==> src/rtl/ara_inval_coalescer.sv <==
// rtl/ara_inval_coalescer.sv - in-order line-invalidation FIFO that coalesces repeated lines (optional stats: INVAL_COALESCE_STATS_EN)
module ara_inval_coalescer #(
    parameter int Depth       = 4,
    parameter int AddrWidth   = 64,
    parameter int L1LineWidth = 16
) (
    input  logic                 clk_i,
    input  logic                 rst_i,
    input  logic                 en_i,
    input  logic [AddrWidth-1:0] inval_addr_i,
    input  logic                 inval_valid_i,
    output logic                 inval_ready_o,
    output logic [AddrWidth-1:0] inval_addr_o,
    output logic                 inval_valid_o,
    input  logic                 inval_ready_i,
    output logic                 empty_o
`ifdef INVAL_COALESCE_STATS_EN
    ,
    output logic [31:0]          coalesced_cnt_o
`endif
);

    localparam int OffW = $clog2(L1LineWidth);
    localparam int PtrW = $clog2(Depth);
    localparam int CntW = PtrW + 1;

    localparam logic [AddrWidth-1:0] LineMask = {{(AddrWidth-OffW){1'b1}}, {OffW{1'b0}}};
    localparam logic [CntW-1:0]      CntFull  = CntW'(Depth);

    logic [AddrWidth-1:0] r_addr [Depth];
    logic [Depth-1:0]     r_valid;
    logic [PtrW-1:0]      r_rd_ptr;
    logic [PtrW-1:0]      r_wr_ptr;
    logic [CntW-1:0]      r_count;

    logic [AddrWidth-1:0] w_line;
    logic                 w_empty;
    logic                 w_full;
    logic                 w_pop;
    logic                 w_hit;
    logic                 w_up_xfer;
    logic                 w_push;
    logic                 w_coalesce;

    assign w_line  = inval_addr_i & LineMask;
    assign w_empty = (r_count == '0);
    assign w_full  = (r_count == CntFull);
    assign w_pop   = inval_valid_o && inval_ready_i;

    // Match the incoming line against every queued entry; the head leaving this cycle cannot absorb it
    always_comb begin
        w_hit = 1'b0;
        for (int i = 0; i < Depth; i++) begin
            if (r_valid[i] && (r_addr[i] == w_line) && !(w_pop && (PtrW'(i) == r_rd_ptr))) begin
                w_hit = 1'b1;
            end
        end
    end

    // Full is taken from registered state only, so a same-cycle pop never makes room
    assign inval_ready_o = !en_i || w_hit || !w_full;
    assign w_up_xfer     = inval_valid_i && inval_ready_o;
    assign w_push        = w_up_xfer && en_i && !w_hit;
    assign w_coalesce    = w_up_xfer && en_i && w_hit;

    assign inval_valid_o = !w_empty;
    assign inval_addr_o  = r_addr[r_rd_ptr];
    assign empty_o       = w_empty;

    // Entry storage, valid bits and pointers; pop clears the head before push fills the tail
    always_ff @(posedge clk_i or posedge rst_i) begin
        if (rst_i) begin
            for (int i = 0; i < Depth; i++) begin
                r_addr[i] <= '0;
            end
            r_valid  <= '0;
            r_rd_ptr <= '0;
            r_wr_ptr <= '0;
        end else begin
            if (w_pop) begin
                r_valid[r_rd_ptr] <= 1'b0;
                r_rd_ptr          <= r_rd_ptr + 1'b1;
            end
            if (w_push) begin
                r_valid[r_wr_ptr] <= 1'b1;
                r_addr[r_wr_ptr]  <= w_line;
                r_wr_ptr          <= r_wr_ptr + 1'b1;
            end
        end
    end

    // Occupancy count; simultaneous push and pop leaves it unchanged
    always_ff @(posedge clk_i or posedge rst_i) begin
        if (rst_i) begin
            r_count <= '0;
        end else begin
            case ({w_push, w_pop})
                2'b10:   r_count <= r_count + 1'b1;
                2'b01:   r_count <= r_count - 1'b1;
                default: r_count <= r_count;
            endcase
        end
    end

`ifdef INVAL_COALESCE_STATS_EN
    logic [31:0] r_coalesced_cnt;

    // Saturating count of upstream transfers absorbed by an existing entry
    always_ff @(posedge clk_i or posedge rst_i) begin
        if (rst_i) begin
            r_coalesced_cnt <= '0;
        end else if (w_coalesce && (r_coalesced_cnt != 32'hFFFF_FFFF)) begin
            r_coalesced_cnt <= r_coalesced_cnt + 32'd1;
        end
    end

    assign coalesced_cnt_o = r_coalesced_cnt;
`else
    logic w_unused_coalesce;
    assign w_unused_coalesce = w_coalesce;
`endif

endmodule

==> config.mk <==
export PLATFORM = sky130hd
export DESIGN_NAME = ara_inval_coalescer
export DESIGN_NICKNAME = d
export VERILOG_FILES = /design/src/rtl/ara_inval_coalescer.sv
export SDC_FILE = /design/constraint.sdc
export NUM_CORES = 1
export LEC_CHECK = 0
export CAP_MARGIN = 20
export CORE_ASPECT_RATIO = 0.5
export CORE_MARGIN = 4
export CORE_UTILIZATION = 55
export DETAILED_ROUTE_END_ITERATION = 12
export PLACE_DENSITY = 0.76
export SETUP_SLACK_MARGIN = 0.5
export SLEW_MARGIN = 30
export SYNTH_ARGS = -nofsm -noshare
export SYNTH_HDL_FRONTEND = slang
export SYNTH_SLANG_ARGS = --single-unit
==> constraint.sdc <==
create_clock -name clk_i -period 10.07 [get_ports clk_i]
set_input_delay 1.007 -clock clk_i [delete_from_list [all_inputs] [get_ports clk_i]]
set_output_delay 1.007 -clock clk_i [all_outputs]
set_load 0.03 [all_outputs]
### Word-level counts from Yosys, hierarchy flattened

Index checks and enable logic that the tools add are counted.

* reduce and logical (&&, ||, !) cells: 32
* mux-type cells: 17
* add/subtract/negate cells: 4
* equality and inequality tests: 10
* $lt $le $gt $ge: 7
* bitwise gates (word level): 5

Operators with widths (number)
* bitwise mux 256 bit: 1
* == test 64 bit: 4
* two-way mux 64 bit: 3
* binary-select mux 64 bit (select 2 bit): 1
* demux 64 bit (select 2 bit): 1
* logical AND 1 bit: 19
* zero test 1 bit: 8
* two-way mux 4 bit: 2
* >= comparator 3 bit, second input constant: 2
* less-than comparator 2 x 3 -> 1 bit, second input constant: 2
* two-way mux 1 bit: 6
* inverter 2 -> 3 bit: 2
* one-hot mux 3 bit (2 select lines): 1
* adder 2 x 1 -> 2 bit, second input constant: 2
* bitwise AND 4 bit: 1
* demux 1 bit (select 2 bit): 2
* == test 2 bit, first input constant: 2
* >= comparator 2 x 1 -> 1 bit, second input constant: 2
* inverter 4 bit: 1
* OR 4 bit: 1
* adder 3 x 1 -> 3 bit, second input constant: 1
* == test 3 bit, second input constant: 1
* zero test 3 bit: 1
* less-than comparator 3 x 1 -> 1 bit, second input constant: 1
* 7 further kinds: 8

* bits of input ports: 69
* word-level logic and storage cells: 83
* bits in registers: 267
* output and inout port bits: 67

### Logic depth before layout (Yosys ltp)

* depth in word-level cells: 17
* mapped depth: 17
* depth with buffers taken out: 14

### Worst setup path before layout

OpenSTA, ideal clock, no wires.

* kind: flip-flop to output port
* start: reg r_rd_ptr[1]
* end: out inval_ready_o
* buffers on the path: 3
* arrival time: 2.986 ns
* stages on the path, launching flop included: 11
* path slack: 6.077 ns
* data required time: 9.063 ns
* path through: dfrtp_1 > clkbuf_1 > clkbuf_1 > clkbuf_1 > inv_1 > ha_1 > nand2_1 > nand4_1 > or4_4 > o211ai_4 > or4b_2

* longest elaborated chain between the ends: 10
* elaborated cells between the ends (all ways): 22
* classes of those cells: eq/ne (3); mux (4); reduce/logical (15)

RTL lines
* from (decl): line 32 `logic [PtrW-1:0] r_rd_ptr;`
* from (signal assigned): line 82 `r_rd_ptr <= r_rd_ptr + 1'b1;`
* zero test 2 bit: line 54 `if (r_valid[i] && (r_addr[i] == w_line) && !(w_pop && (PtrW'(i) == r_rd_ptr))) begin`
* logical AND 1 bit: line 54
* zero test 1 bit: line 54
* logical AND 1 bit: line 54
* two-way mux 1 bit (3 in series): line 54
* two-way mux 1 bit (*): line 54
* logical OR 1 bit (*) (2 in series): line 61 `assign inval_ready_o = !en_i || w_hit || !w_full;`
* to (decl): line 12 `output logic inval_ready_o,`

Every way passes the cells marked *; elsewhere a longest branch is shown, timed or not.

### Worst setup path in the final report

* start: in inval_addr_i[8]
* end: out inval_ready_o

* longest elaborated chain between the ends: 9
* elaborated cells between the ends (all ways): 18
* classes of those cells: eq/ne (4); mux (4); reduce/logical (10)

RTL lines
* from (decl): line 10 `input logic [AddrWidth-1:0] inval_addr_i,`
* == test 64 bit: line 54
* logical AND 1 bit (2 in series): line 54
* two-way mux 1 bit (3 in series): line 54
* two-way mux 1 bit (*): line 54
* logical OR 1 bit (*) (2 in series): line 61

Marked as above.

==> metrics.cfg <==
[die]
floorplan.die.width_um=241
row_count=42
die_area_um2=30000
boundaryPins=136
initial_utilization_pct=56.1
die-height_um=124
fp.coreArea_um2=26600

[synthesis]
synth-edff-count=0
synth.ff_latch_count=251
synthDistinctLibCells=33
synth_warnings=0
synth_cells=1027
synth.cell_area_um2=14900
ffs_w_async_s_r_synth_pct=100
post_synth_top_flop=sky130_fd_sc_hd__dfrtp_1
synth_seq_area_share_pct=42.1
synth.avg_cell_area_um2=14.5

[grt]
antenna_found_initial=0
maximum_number_of_pins_on_one_net_before_global_route_repair=102
grt_first_pass_wirelength_mm=59.9
grt-ovfl-total=0
grtUsageTotal_pct=26.5
first_global_vias=9096

[sta]
timing.final.setup_violations=0
timing.max_slew.rel_slack_pct=32.5
timing.final.hold_violations=0
timing_max_transition_violations_final=0
grt_setup_unrepaired=no
max_slew.worst_pin.slew_ns=1.01
worst_clock_skew_ns=0.0184
timing.setup.tns_ns=0
period_utilization_post_route_pct=56.3
timing.fmax_ghz=0.176
fin_crit_ns=5.67

[run_status]
run_status=finished clean

[hold_path]
hold-path-cell-count=1
min_path_type=reg2reg

[routing]
drtIter0Drc=843
routed_wirelength_mm=39.7
dr_total_vias=8853
drt_pass1_iterations=5
routed_length_per_instance_um=27.1
drc=0
drtAntennaViolNets=0
vias_per_cell=6.05

[critical_path]
launching_element_type_of_the_critical_path=input port
cp_max_fo=8
path_class=in2out
worstRegToRegCells=11
worst-endpoint-arrival_ns=4.66
crit_path_start=inval_addr_i[8]
critical_path.endpoint=inval_ready_o
worst_r2r_endpoint=r_addr[127]
regToRegStartpoint=r_rd_ptr[1]
critPathRequiredTime_ns=9.06
reg2reg_slack_ns=5.65
worst_setup_path_end_kind=primary output

[power]
peakVddDrop_mv=0.210
leakage_uw=0.00703
power.density_cell_area_nw_per_um2=381

[place]
count_of_input_and_output_buffers=127
place.gp.congestion=0.985
dp.final_hpwl_mm=27.9
place_inst=1420

[finish]
drive_gt1_share_pct=32.7
final_net_count=1173
post_layout_nonfiller_instances=1463
flow.area_growth_from_synthesis_pct=13.8
diodes=0

[job]
maxCapViolations=0

[clocking]
cts.htree.levels=1
ctsLongestPathBuffers=3
post-cts-setup-buffer-count=0
cts_buffers=24
clock_sink_count=251
cts_hold_buffers=0
post_cts_resized=0
clock_tree.root_cell=sky130_fd_sc_hd__clkbuf_16
clock_tree_from_tritoncts=built
clock_pin_slew_on_the_worst_setup_and_hold_paths_ns=0.07
worstSkewPairLatency_ns=0.54

[critical path, cell delays in order]
cell                              delay (ns)
sky130_fd_sc_hd__clkdlybuf4s50_1        0.68
sky130_fd_sc_hd__xor2_1                 0.25
sky130_fd_sc_hd__nor4_1                 0.53
sky130_fd_sc_hd__nand4_1                0.30
sky130_fd_sc_hd__or4_4                  0.57
sky130_fd_sc_hd__o211ai_4               0.42
sky130_fd_sc_hd__or4b_2                 0.22
sky130_fd_sc_hd__clkdlybuf4s50_1        0.66
[worst min path at each step]
stage | end | from
6_report | r_valid[3] | r_valid[3]
5_1_grt | r_valid[3] | r_valid[3]
4_1_cts | r_valid[3] | r_valid[3]
3_5_place_dp | r_valid[3] | r_valid[3]
3_3_place_gp | r_valid[3] | r_valid[3]
2_1_floorplan | r_valid[0] | r_valid[0]
[where the power goes]
part / switching [uW] / internal [uW]
clock: 405 / 560
sequential: 549 / 1520
combinational: 1600 / 1840
total: 2550 / 3920
[per-layer routing]
layer / vias up / wire (um) / global-route usage [%]
met5: - / 0 / 0
met4: 0 / 880 / 5.39
met3: 54 / 3550 / 7.85
met2: 309 / 17300 / 36.9
met1: 4728 / 18000 / 41.0
li1: 3762 / - / -
[state kept, by name (all words and copies together) (netlist names)]
signal,cells
r_addr,240
r_wr_ptr,2
r_count,3
r_valid,4
r_rd_ptr,2
[cell usage after synthesis (9+ instances only)]
master | n | area [um2]
sky130_fd_sc_hd__dfrtp_1 | 251 | 6280
sky130_fd_sc_hd__mux2_4 | 237 | 3560
sky130_fd_sc_hd__xnor2_1 | 139 | 1220
sky130_fd_sc_hd__xor2_1 | 106 | 928
sky130_fd_sc_hd__mux4_2 | 60 | 1350
sky130_fd_sc_hd__clkbuf_1 | 51 | 191
sky130_fd_sc_hd__nand4_1 | 42 | 263
sky130_fd_sc_hd__nor4_1 | 35 | 219
sky130_fd_sc_hd__buf_6 | 24 | 270
sky130_fd_sc_hd__buf_2 | 16 | 80.1
sky130_fd_sc_hd__ha_1 | 9 | 113
sky130_fd_sc_hd__inv_1 | 9 | 33.8
[metrics by stage]
| stage | cell area (um2) | setup slack [ns] | util [%] | power [uW] | hold slack (ns) |
|---|---|---|---|---|---|
| 2_1_floorplan | 14900 | 2.16 | - | 4360 | 0.449 |
| 3_3_place_gp | 16100 | 4.46 | 60.7 | 5410 | 0.460 |
| 3_5_place_dp | 16200 | 4.44 | 60.7 | 5470 | 0.466 |
| 4_1_cts | 17000 | 4.45 | 63.8 | 6470 | 0.480 |
| 5_1_grt | 17000 | 4.30 | 63.9 | 6730 | 0.494 |
| 6_report | 17000 | 4.40 | 63.9 | 6470 | 0.479 |
[placed cells by master, fill, tap and decap left out, drive strengths merged, types with 6 or more instances in the layout]
master | synthesis | final
nor4 | 36 | 36
dfrtp | 251 | 251
ha | 9 | 9
nand4 | 42 | 42
clkinv | 0 | 6
clkbuf | 51 | 34
clkdlybuf4s50 | 0 | 127
nand2 | 6 | 6
mux4 | 60 | 60
inv | 9 | 9
buf | 51 | 13
xor2 | 106 | 106
xnor2 | 139 | 139
mux2 | 241 | 241
[area by class of cell]
class / count / area (um2)
Tap cell: 352 / 440
Timing Repair Buffer: 140 / 1380
Clock buffer: 34 / 699
Inverter: 9 / 41.3
Sequential cell: 251 / 6290
Multi-Input combinational cell: 668 / 8010
Clock inverter: 9 / 120
Fill cell: 1955 / 9610
[cell families after synthesis]
kind of cell / Yosys count / synth area share, %
compound gates: 9 / 0.528
xor+xnor: 245 / 14.4
fa+ha+maj: 10 / 0.889
buf+inv: 111 / 4.28
flops: 251 / 42.1
mux: 302 / 33.3
other cells: 1 / 0.0251
simple gates: 98 / 4.53
Note: power is estimated with default switching activity, not from simulation.
